`src/rtl/fifo_umbral_pkg.sv`:
```
// Shared constants for the fifo_umbral queues: default geometry and the layout
// of each queue's threshold slice inside the 14-bit umbrales_I vector.
package fifo_umbral_pkg;

  localparam int FIFO_DATA_W   = 6;
  localparam int FIFO_ADDR_W   = 4;
  localparam int FIFO_UMBRAL_W = 4;

  // Threshold widths per queue
  localparam int UMB_W_MF  = 2;
  localparam int UMB_W_VC0 = 4;
  localparam int UMB_W_VC1 = 4;
  localparam int UMB_W_D0  = 2;
  localparam int UMB_W_D1  = 2;
  localparam int UMBRALES_W = UMB_W_MF + UMB_W_VC0 + UMB_W_VC1 + UMB_W_D0 + UMB_W_D1;

  // LSB offset of each slice, packed MF at bit 0 upward
  localparam int UMB_OFF_MF  = 0;
  localparam int UMB_OFF_VC0 = UMB_OFF_MF  + UMB_W_MF;
  localparam int UMB_OFF_VC1 = UMB_OFF_VC0 + UMB_W_VC0;
  localparam int UMB_OFF_D0  = UMB_OFF_VC1 + UMB_W_VC1;
  localparam int UMB_OFF_D1  = UMB_OFF_D0  + UMB_W_D0;

endpackage

```
`src/rtl/fifo_mem.sv`:
```
// DEPTH x DATA_W storage with a synchronous write port. The read port is a
// registered 1-cycle read, or combinational when FIFO_FWFT_EN is defined.
module fifo_mem #(
  parameter int DATA_W = 6,
  parameter int ADDR_W = 4
) (
  input  logic              clk,
`ifndef FIFO_FWFT_EN
  input  logic              rst_n,
  input  logic              re_i,
`endif
  input  logic              we_i,
  input  logic [ADDR_W-1:0] waddr_i,
  input  logic [DATA_W-1:0] wdata_i,
  input  logic [ADDR_W-1:0] raddr_i,
  output logic [DATA_W-1:0] rdata_o
);

  localparam int DEPTH = 2 ** ADDR_W;

  logic [DATA_W-1:0] mem_q [DEPTH];

  // Storage is intentionally left out of reset
  always_ff @(posedge clk) begin
    if (we_i) mem_q[waddr_i] <= wdata_i;
  end

`ifdef FIFO_FWFT_EN
  assign rdata_o = mem_q[raddr_i];
`else
  logic [DATA_W-1:0] rdata_q;

  // Read register holds its value when no read is accepted
  always_ff @(posedge clk or negedge rst_n) begin
    if (!rst_n)    rdata_q <= '0;
    else if (re_i) rdata_q <= mem_q[raddr_i];
  end

  assign rdata_o = rdata_q;
`endif

endmodule

```
`src/rtl/fifo_umbral.sv`:
```
// Single-clock FIFO with programmable almost-empty/almost-full thresholds and a
// sticky overflow/underflow flag. Define FIFO_FWFT_EN for first-word-fall-through.
module fifo_umbral
  import fifo_umbral_pkg::*;
#(
  parameter int DATA_W   = FIFO_DATA_W,
  parameter int ADDR_W   = FIFO_ADDR_W,
  parameter int UMBRAL_W = FIFO_UMBRAL_W
) (
  input  logic                clk,
  input  logic                reset,
  input  logic                init,
  input  logic [UMBRAL_W-1:0] umbral,
  input  logic                push,
  input  logic [DATA_W-1:0]   data_in,
  input  logic                pop,
  output logic [DATA_W-1:0]   data_out,
  output logic                valid_out,
  output logic                fifo_empty,
  output logic                fifo_full,
  output logic                almost_empty,
  output logic                almost_full,
  output logic                fifo_error
);

  localparam int CNT_W = ADDR_W + 1;
  localparam int SUM_W = ADDR_W + 2;
  localparam int DEPTH = 2 ** ADDR_W;
  localparam logic [CNT_W-1:0]  CNT_FULL  = CNT_W'(DEPTH);
  localparam logic [SUM_W-1:0]  SUM_FULL  = SUM_W'(DEPTH);
  localparam logic [ADDR_W-1:0] PTR_ONE   = ADDR_W'(1);

  logic [ADDR_W-1:0]   wr_ptr_q, wr_ptr_d;
  logic [ADDR_W-1:0]   rd_ptr_q, rd_ptr_d;
  logic [CNT_W-1:0]    count_q,  count_d;
  logic [UMBRAL_W-1:0] umbral_q, umbral_d;
  logic                error_q,  error_d;
  logic                do_push, do_pop, err_set;
  logic [CNT_W-1:0]    umb_ext;

  assign fifo_empty = (count_q == '0);
  assign fifo_full  = (count_q == CNT_FULL);

  // A full FIFO still accepts a push when a pop frees a slot in the same cycle
  assign do_pop  = pop  && !fifo_empty;
  assign do_push = push && (!fifo_full || pop);
  assign err_set = (push && fifo_full && !pop) || (pop && fifo_empty);

  always_comb begin
    wr_ptr_d = do_push ? wr_ptr_q + PTR_ONE : wr_ptr_q;
    rd_ptr_d = do_pop  ? rd_ptr_q + PTR_ONE : rd_ptr_q;
    count_d  = count_q + CNT_W'(do_push) - CNT_W'(do_pop);
    umbral_d = init ? umbral : umbral_q;
    // Setting wins over an init clear in the same cycle
    error_d  = err_set ? 1'b1 : (init ? 1'b0 : error_q);
  end

  always_ff @(posedge clk or negedge reset) begin
    if (!reset) begin
      wr_ptr_q <= '0;
      rd_ptr_q <= '0;
      count_q  <= '0;
      umbral_q <= '0;
      error_q  <= 1'b0;
    end else begin
      wr_ptr_q <= wr_ptr_d;
      rd_ptr_q <= rd_ptr_d;
      count_q  <= count_d;
      umbral_q <= umbral_d;
      error_q  <= error_d;
    end
  end

  assign umb_ext      = CNT_W'(umbral_q);
  assign almost_empty = (count_q <= umb_ext);
  // Widened sum avoids DEPTH - umbral_q underflow for large thresholds
  assign almost_full  = ({1'b0, count_q} + {1'b0, umb_ext}) >= SUM_FULL;
  assign fifo_error   = error_q;

  fifo_mem #(.DATA_W(DATA_W), .ADDR_W(ADDR_W)) u_mem (
    .clk     (clk),
`ifndef FIFO_FWFT_EN
    .rst_n   (reset),
    .re_i    (do_pop),
`endif
    .we_i    (do_push),
    .waddr_i (wr_ptr_q),
    .wdata_i (data_in),
    .raddr_i (rd_ptr_q),
    .rdata_o (data_out)
  );

`ifdef FIFO_FWFT_EN
  assign valid_out = !fifo_empty;
`else
  logic valid_q;

  always_ff @(posedge clk or negedge reset) begin
    if (!reset) valid_q <= 1'b0;
    else        valid_q <= do_pop;
  end

  assign valid_out = valid_q;
`endif

endmodule

```
`config.mk`:
```
export PLATFORM = sky130hd
export DESIGN_NAME = fifo_umbral
export DESIGN_NICKNAME = d
export VERILOG_FILES = /design/src/rtl/fifo_umbral_pkg.sv /design/src/rtl/fifo_mem.sv /design/src/rtl/fifo_umbral.sv
export SDC_FILE = /design/constraint.sdc
export NUM_CORES = 1
export LEC_CHECK = 0
export ABC_AREA = 1
export CAP_MARGIN = 40
export CELL_PAD_IN_SITES_DETAIL_PLACEMENT = 1
export CELL_PAD_IN_SITES_GLOBAL_PLACEMENT = 1
export CORE_MARGIN = 1
export CORE_UTILIZATION = 47
export DETAILED_ROUTE_END_ITERATION = 7
export PLACE_DENSITY_LB_ADDON = 0.1
export SLEW_MARGIN = 20
export SYNTH_ARGS = -nofsm -noshare
export SYNTH_HDL_FRONTEND = slang
export SYNTH_SLANG_ARGS = --single-unit
```
`constraint.sdc`:
```
create_clock -name clk -period 2.65 [get_ports clk]
set_input_delay 0.795 -clock clk [delete_from_list [all_inputs] [get_ports clk]]
set_output_delay 0.795 -clock clk [all_outputs]
set_load 0.1 [all_outputs]
```
### Word level (Yosys, flattened, before mapping)

Memory sizes are Yosys's and may differ from the RTL's. A register that Yosys moved wholly into a read port is not among the register bits.
Cells that the tools add are included.

| operators by class | value |
|---|---|
| add/sub/neg operators | 5 |
| magnitude comparators | 2 |
| equality and inequality tests | 1 |
| multiplexer cells | 4 |
| reductions and logical operators | 13 |

Operator list:

| kind | number |
|---|---|
| adder 4 x 1 -> 4 bit (second input constant) | 2 |
| adder 5 x 4 -> 6 bit | 1 |
| greater-or-equal comparator 6 x 5 -> 1 bit (second input constant) | 1 |
| adder 5 x 1 -> 5 bit | 1 |
| == test 5 bit (second input constant) | 1 |
| less-or-equal comparator 5 x 4 -> 1 bit | 1 |
| logical AND 1 bit | 5 |
| logical NOT 5 bit | 1 |
| subtractor 5 x 1 -> 5 bit | 1 |
| logical NOT 1 bit | 4 |
| two-way mux 1 bit | 4 |
| logical OR 1 bit | 2 |
| nonzero test 2 bit | 1 |

| word-level totals | value |
|---|---|
| flip-flop bits (word level) | 19 |
| memory bits (writable) | 96 |
| input port bits | 15 |
| output and inout bits | 12 |
| word-level logic and storage cells | 32 |
| memories | 1 |

Memories:

| memory | words | bits a word | rd ports | clocked after Yosys merged registers in | write ports | RTL line | text |
|---|---|---|---|---|---|---|---|
| u_mem.mem_q | 16 | 6 | 1 | 1 | 1 | fifo_mem.sv:21 | `logic [DATA_W-1:0] mem_q [DEPTH];` |

### Longest topological paths before layout

Gate-level depths: netlist of the first run.

| depth | value |
|---|---|
| word-level depth | 6 |
| depth in mapped cells | 13 |
| mapped depth without buffers | 13 |

### Cells and area by module

A second synthesis of the first run with hierarchy kept.

| unflattened totals | value |
|---|---|
| cells, all modules | 518 |
| area total of the unflattened synthesis | 5371.4 um^2 |

Modules (own cells, without submodules):

| module | instances | cells an instance | area each (um^2) |
|---|---|---|---|
| fifo_mem | 1 | 369 | 4152.7 |
| fifo_umbral | 1 | 149 | 1218.7 |

### Worst setup path before layout of the first run

OpenSTA, ideal clock, no wires.

| path | value |
|---|---|
| kind | register to output |
| start | register count_q[1] |
| end | output almost_full |
| arrival | 3.070 ns |
| required time | 1.855 ns |
| slack | -1.215 ns |
| stages on the path, launching flop included | 7 |
| buffers on the path | 0 |
| cell sequence | dfrtp_1 > ha_1 > inv_1 > a21oi_1 > nor2_1 > nor2_1 > o21ai_0 |

| on the way | value |
|---|---|
| word-level cells in the longest chain between the ends | 2 |

RTL lines:

| what | RTL line | text |
|---|---|---|
| start: declaration | fifo_umbral.sv:35 | `logic [CNT_W-1:0] count_q, count_d;` |
| start signal: assignment | fifo_umbral.sv:68 | `count_q <= count_d;` |
| adder 5 x 4 -> 6 bit | fifo_umbral.sv:77 | `assign almost_full = ({1'b0, count_q} + {1'b0, umb_ext}) >= SUM_FULL;` |
| greater-or-equal comparator 6 x 5 -> 1 bit | fifo_umbral.sv:77 |  |
| end: declaration | fifo_umbral.sv:22 | `output logic almost_full,` |

Every way passes these cells.

### Worst setup path after layout of the first run

| path | value |
|---|---|
| start | register count_q[1] |
| end | output almost_empty |

| on the way | value |
|---|---|
| word-level cells in the longest chain between the ends | 1 |

RTL lines:

| what | RTL line | text |
|---|---|---|
| less-or-equal comparator 5 x 4 -> 1 bit | fifo_umbral.sv:75 | `assign almost_empty = (count_q <= umb_ext);` |
| end: declaration | fifo_umbral.sv:21 | `output logic almost_empty,` |

Every way passes these cells.

==> results of run 1 <==
## routing by layer
layer,routed length (µm),GRT usage (%)
met5,0,0
met3,966,5.63
met4,566,13.3
met2,7870,47.5
met1,5810,31.4
## through the flow
step,std cells,hold WS [ps],setup WS (ps)
CTS,767,486,21.0
global placement,733,469,-7.79
global route,768,520,-12.5
finish,768,483,64.4
detailed placement,733,466,-52.4
floorplan,553,499,-24.9
## repair_timing
item | 4_1_cts | 5_1_grt
setup endpoints to repair | 2 | 2
setup buffers | 2 | 1
pin swaps | 1 | 2
hold buffers | 0 | 0
gates resized for setup | 4 | 1
## critical path: cells and delay by family (launching register included)
| kind | cells | cell delay [ps] |
|---|---|---|
| AOI/OAI and AO/OA | 2 | 250 |
| adders and majority gates | 1 | 250 |
| buffers and inverters | 2 | 250 |
| DFF | 1 | 440 |
| and+or+nand+nor | 2 | 190 |
## power by group through the flow
stage | registers (mW) | logic, mW | clock network [mW]
after CTS | 2.56 | 3.27 | 2.29
final | 2.56 | 3.26 | 2.27
after global routing | 2.59 | 3.55 | 2.35
after detailed placement | 2.59 | 3.13 | 0
after global placement | 2.57 | 3.02 | 0
after floorplan | 2.90 | 1.91 | 0
## how the worst min path moves through the flow
stage | cells past startpoint | end | slack [ps] | startpoint
5_1_grt | 2 | u_mem.rdata_o[2] | 520 | u_mem.rdata_o[2]
3_5_place_dp | 2 | u_mem.rdata_o[4] | 470 | u_mem.rdata_o[4]
2_1_floorplan | 0 | count_q[0] | 500 | reset
4_1_cts | 2 | u_mem.rdata_o[5] | 490 | u_mem.rdata_o[5]
3_3_place_gp | 2 | u_mem.rdata_o[4] | 470 | u_mem.rdata_o[4]
6_report | 2 | u_mem.rdata_o[5] | 480 | u_mem.rdata_o[5]
## layout by cell type (no fill, tap or decap), types with 5 or more instances in the layout
cell type	count
buf_4	42
nand3_1	76
clkbuf_16	17
nand2_1	162
edfxtp_1	96
xor2_1	8
clkdlybuf4s50_1	14
ha_1	14
dfrtp_1	24
o21ai_0	5
inv_1	91
nor2_1	20
clkinv_2	6
inv_2	7
## registers in the layout, indices dropped and copies added (netlist names)
signal,count
valid_out,1
umbral_q,4
count_q,5
u_mem.rdata_o,6
u_mem.mem_q,96
rd_ptr_q,4
wr_ptr_q,4
fifo_error,1
## logic make-up (layout without fill, tap and decap cells)
logic type	after synthesis	in the layout	share of synthesized area [%]
adder cells (fa/ha/maj)	20	20	4.64
AND/OR/NAND/NOR	266	266	20.0
AO/OA/AOI/OAI	16	16	1.60
multiplexers	1	1	0.203
XOR/XNOR	10	10	1.58
flip-flops	121	121	63.1
buffers and inverters	119	191	8.89
## layout make-up
cell class                 count  area (µm²)
clock inverter                11         131
fill                        1235        4670
timing repair buffer          60         536
clock buffer                  21         440
sequential                   121        3510
tap                          143         179
inverter                      99         372
multi-input combinational    313        1630
==> metrics.txt, run 1 <==
outcome=completed; hold crit path type=flip-flop to flip-flop; remaining global-route overflow=0; Remaining DRCs=0; leakage=roughly 3.1 nW; HPWL Detailed=just over 9000 µm; gpl congestion=a little under 0.8; sw frac=about two fifths; synthesized area per cell=between 10 and 15 µm²; r2r startpoint=count_q[3]; clock-pin slew on the worst setup and hold paths=~50 ps; initial antenna violation count=0; Layout Utilization=roughly three fifths; crit path from=count_q[1]; Final Hold Vio Count=0; Primary FF master, synth=edfxtp_1; first-pass GRT wire length=between 20000 and 25000 µm; Pre-Repair DR Iteration Count=4; Yosys top cell area share=roughly half; Post-DRT Antenna Nets=0; total power=8.09 mW; Fin Setup TNS=0 ps; internal power=4.81 mW; DIE AREA=approximately 0.012 mm²; CTS root buf=clkbuf_16; Sink Count=between 100 and 150; CP endpoint=almost_empty; maximum vdd drop=between 800 and 900 µV; Commonest cells post-synth=nand2_1, edfxtp_1, inv_1, nand3_1, dfrtp_1; Cell Chain, Critical Path=ha_4 > inv_1 > nor2_1 > o211ai_1 > a21boi_1 > nor2_2 > buf_12; Post-synth EDFFs=96; Comb pwr share=about two fifths; P_sw=~3.3 mW; crit-path max FO=2; Seq pwr share=a little under a third; routed vias/inst=about 5.2; Req. time, crit path=1860 ps; CP arrival=~1800 ps; slew margin rel.=around 57%; IO Pins=27; largest net degree at the start of global routing=between 50 and 60; RSZ-0062 raised after global routing=yes; Worst path slowest cell=dfrtp_2; startpoint types=flip-flop; final period utilization=a little over nine tenths; routed len/inst=19.8 µm; Seq cells post-synth=about 120; number of global-route vias before repair=~4600; die height=about 110 µm; GRT Total Usage=27.0%; num rows=39; setup violators final=0; Worst R2R Setup Slack=about 240 ps; Synth area leader=edfxtp_1; Tmin final=between 2000 and 3000 ps; asr flop ratio synth=20.7%; Worst Setup End Kind=output pin; Clock Skew=10.3 ps; DR iter-0 viols=201; pin slew with the least headroom to its limit=roughly 650 ps; Synth Net Count=between 500 and 600; sequential area share after synthesis=between 60 and 70%; H-tree depth=4; final instance area=between 0.006 and 0.007 mm²; kind of critical path=flip-flop to output pin; clk_lat worst skew=420 ps; share of post-route cells with drive strength above 1=between 15 and 20%; number of synthesis warnings=0; Initial Util=approximately half; diodes inserted=0; worst flop-to-flop path endpoint=count_q[4]; Slew Limit Fails=0; Synth area leaders=edfxtp_1, dfrtp_1, nand2_1; Post-Route WL=~15000 µm; Clock Path Buffers=2; NumNets Final=~650; netlist area before placement=about 0.0056 mm²; placed instance area=~0.0062 mm²; Distinct cells, synth=26; top-count cell post-synth=nand2_1; via count=~4000; maxcap violations=0; Die X=111 µm; synth-to-layout area growth=22.3%; P per Cell Area=1190 mW/mm²; CP max stage delay=440 ps; IO Port Bufs=26; CTS buffer count=17; Mapped Cells=~550; Clock Power Share=around 28%; FMAX=0.387 GHz; Worst R2R Path Depth=13; floorplan core area=about 0.011 mm²; CTS tree=yes
Power figures use the tool's default switching activity.
==> run 2, diff against run 1 <==
--- a/config.mk
+++ b/config.mk
@@ -13,6 +13,7 @@
 export CORE_UTILIZATION = 47
 export DETAILED_ROUTE_END_ITERATION = 7
 export PLACE_DENSITY_LB_ADDON = 0.1
+export SKIP_LAST_GASP = 1
 export SLEW_MARGIN = 20
 export SYNTH_ARGS = -nofsm -noshare
 export SYNTH_HDL_FRONTEND = slang
==> metrics.txt, run 2 (synthesis gave the netlist of run 1 again) <==
first-pass GRT wire length=24300 µm (unchanged); commonest non-fill, non-tap cell in the layout=nand2_1; Slew Limit Fails=0 (unchanged); Req. time, crit path=1860 ps (about the same); setup violators final=0 (unchanged); kind of critical path=flip-flop to output pin; register area=0.00351 mm² (unchanged); RSZ-0062 raised after global routing=yes; hold crit path type=flip-flop to flip-flop; leakage=3.07 nW (about the same); routed len/inst=19.8 µm (about the same); FMAX=0.387 GHz (about the same); floorplan core area=0.0115 mm² (unchanged); diodes inserted=0 (unchanged); GRT Total Usage=27.0% (unchanged); Remaining DRCs=0 (unchanged); total power=8.09 mW (about the same); Initial Util=48.5% (unchanged); clock-pin slew on the worst setup and hold paths=50 ps (about the same); gpl congestion=0.781 (unchanged); Final Non-Filler Cells=768 (unchanged); DR iter-0 viols=201 (unchanged); DIE AREA=0.0123 mm² (unchanged); number of global-route vias before repair=4592 (unchanged); NumNets Final=647 (unchanged); Post-DRT Antenna Nets=0 (unchanged); final period utilization=97.6% (about the same); CTS root buf=clkbuf_16; fillers=1235 (unchanged); H-tree depth=4 (unchanged); initial antenna violation count=0 (unchanged); Clock Skew=9.70 ps (-0.610 ps); commonest cells after routing, fill and taps aside=nand2_1, edfxtp_1, inv_1; Worst Setup End Kind=output pin; die height=111 µm (unchanged); maxcap violations=0 (unchanged); Tmin final=2590 ps (+1.28 ps); CTS buffer count=17 (unchanged); HPWL Detailed=9320 µm (unchanged); IO Port Bufs=26 (unchanged); share of post-route cells with drive strength above 1=15.4% (unchanged); remaining global-route overflow=0 (unchanged); crit-path max FO=2 (unchanged); CP max stage delay=440 ps (about the same); startpoint types=flip-flop; maximum vdd drop=803 µV (about the same); num rows=39 (unchanged); Post-Route WL=15200 µm (about the same); Die X=111 µm (unchanged); CTS tree=yes; placed insts=733 (unchanged); CP arrival=1790 ps (about the same); P per Cell Area=1190 mW/mm² (about the same); synth-to-layout area growth=22.3% (unchanged); Sink Count=121 (unchanged); largest net degree at the start of global routing=51 (unchanged); pin slew with the least headroom to its limit=654 ps (+3.59 ps); multi-input logic area=0.00163 mm² (unchanged); Worst path slowest cell=dfrtp_2; Final Hold Vio Count=0 (unchanged); Clock Path Buffers=2 (unchanged); clk_lat worst skew=420 ps (about the same); max FFs per register=96 (unchanged); slew margin rel.=56.4% (-0.24 points); IO Pins=27 (unchanged); routed vias/inst=5.24 (+0.47%); Reg with most FFs=u_mem.mem_q; Pre-Repair DR Iteration Count=5 (+1); # hold bufs at CTS=0 (unchanged); Cell Chain, Critical Path=ha_4 > inv_1 > nor2_1 > o211ai_1 > a21boi_1 > nor2_2 > buf_12; via count=4028 (+0.47%); outcome=completed
==> run 2: cell counts in the layout (fill, tap and decap cells not counted) <==
Identical to the previous run, type by type.
==> run 2: cell type report <==
cell class,instances,area share [%]
clock buffer,21,6.48
clock inverter,11,1.93
inverter,99,5.47
multi-input combinational,313,24.0
sequential,121,51.6
tap,143,2.63
timing repair buffer,60,7.88
==> run 2: power breakdown <==
part	leakage (nW)	internal, mW	switching, mW	total [mW]
Combinational	1.62	0.983	2.28	3.26
Sequential	1.17	2.37	0.190	2.56
Clock	0.282	1.46	0.809	2.27
==> run 2: per-layer routing <==
layer,up-vias,wire length [µm],GRT usage [%]
met5,-,0,0
met3,44,779,5.63
met4,0,567,13.3
li1,1882,-,-
met2,105,7950,47.5
met1,1997,5930,31.4
==> run 2: metrics by stage <==
| stage | util, % | setup slack [ps] | area (µm²) | hold slack [ps] | TNS [ps] |
|---|---|---|---|---|---|
| floorplan | - | -24.9 | 5610 | 499 | -24.9 |
| CTS | 59.2 | 21.0 | 6790 | 486 | 0 |
| global placement | 53.9 | -7.79 | 6180 | 469 | -7.79 |
| detailed placement | 53.9 | -52.4 | 6180 | 466 | -52.4 |
| global route | 59.3 | -12.5 | 6800 | 520 | -15.2 |
| finish | 59.3 | 63.1 | 6800 | 483 | 0 |
==> run 2: worst max-delay path, delay by kind of cell, from the launching register on <==
family,cells,cell delay (ps)
buffers and inverters,2,250
adder cells (fa/ha/maj),1,250
AND/OR/NAND/NOR,2,190
flip-flops,1,440
AO/OA/AOI/OAI,2,250
==> run 2: worst paths after layout <==
path | start | endpoint | slack [ps] | depth (start not counted)
setup / recovery | count_q[1] | almost_empty | 60 | 7
hold / removal | u_mem.rdata_o[5] | u_mem.rdata_o[5] | 480 | 2
setup reg to reg | count_q[3] | count_q[4] | 230 | 13
hold reg to reg | u_mem.rdata_o[5] | u_mem.rdata_o[5] | 480 | 2
max in group asynchronous | reset | count_q[1] | 1570 | 2
min in group asynchronous | reset | u_mem.rdata_o[0] | 770 | 2
==> run 2: timing repair <==
item / 4_1_cts / 5_1_grt
pin swaps: 1 / 1
buffers inserted: 2 / 1
setup endpoints to repair: 2 / 2
resized for setup: 4 / 1
==> run 3, diff against run 2 <==
--- a/config.mk
+++ b/config.mk
@@ -9,11 +9,9 @@
 export CAP_MARGIN = 40
 export CELL_PAD_IN_SITES_DETAIL_PLACEMENT = 1
 export CELL_PAD_IN_SITES_GLOBAL_PLACEMENT = 1
-export CORE_MARGIN = 1
 export CORE_UTILIZATION = 47
 export DETAILED_ROUTE_END_ITERATION = 7
 export PLACE_DENSITY_LB_ADDON = 0.1
-export SKIP_LAST_GASP = 1
 export SLEW_MARGIN = 20
 export SYNTH_ARGS = -nofsm -noshare
 export SYNTH_HDL_FRONTEND = slang
==> results of run 3 <==
The final DEF is identical to that of run 1; final timing and power are the same.
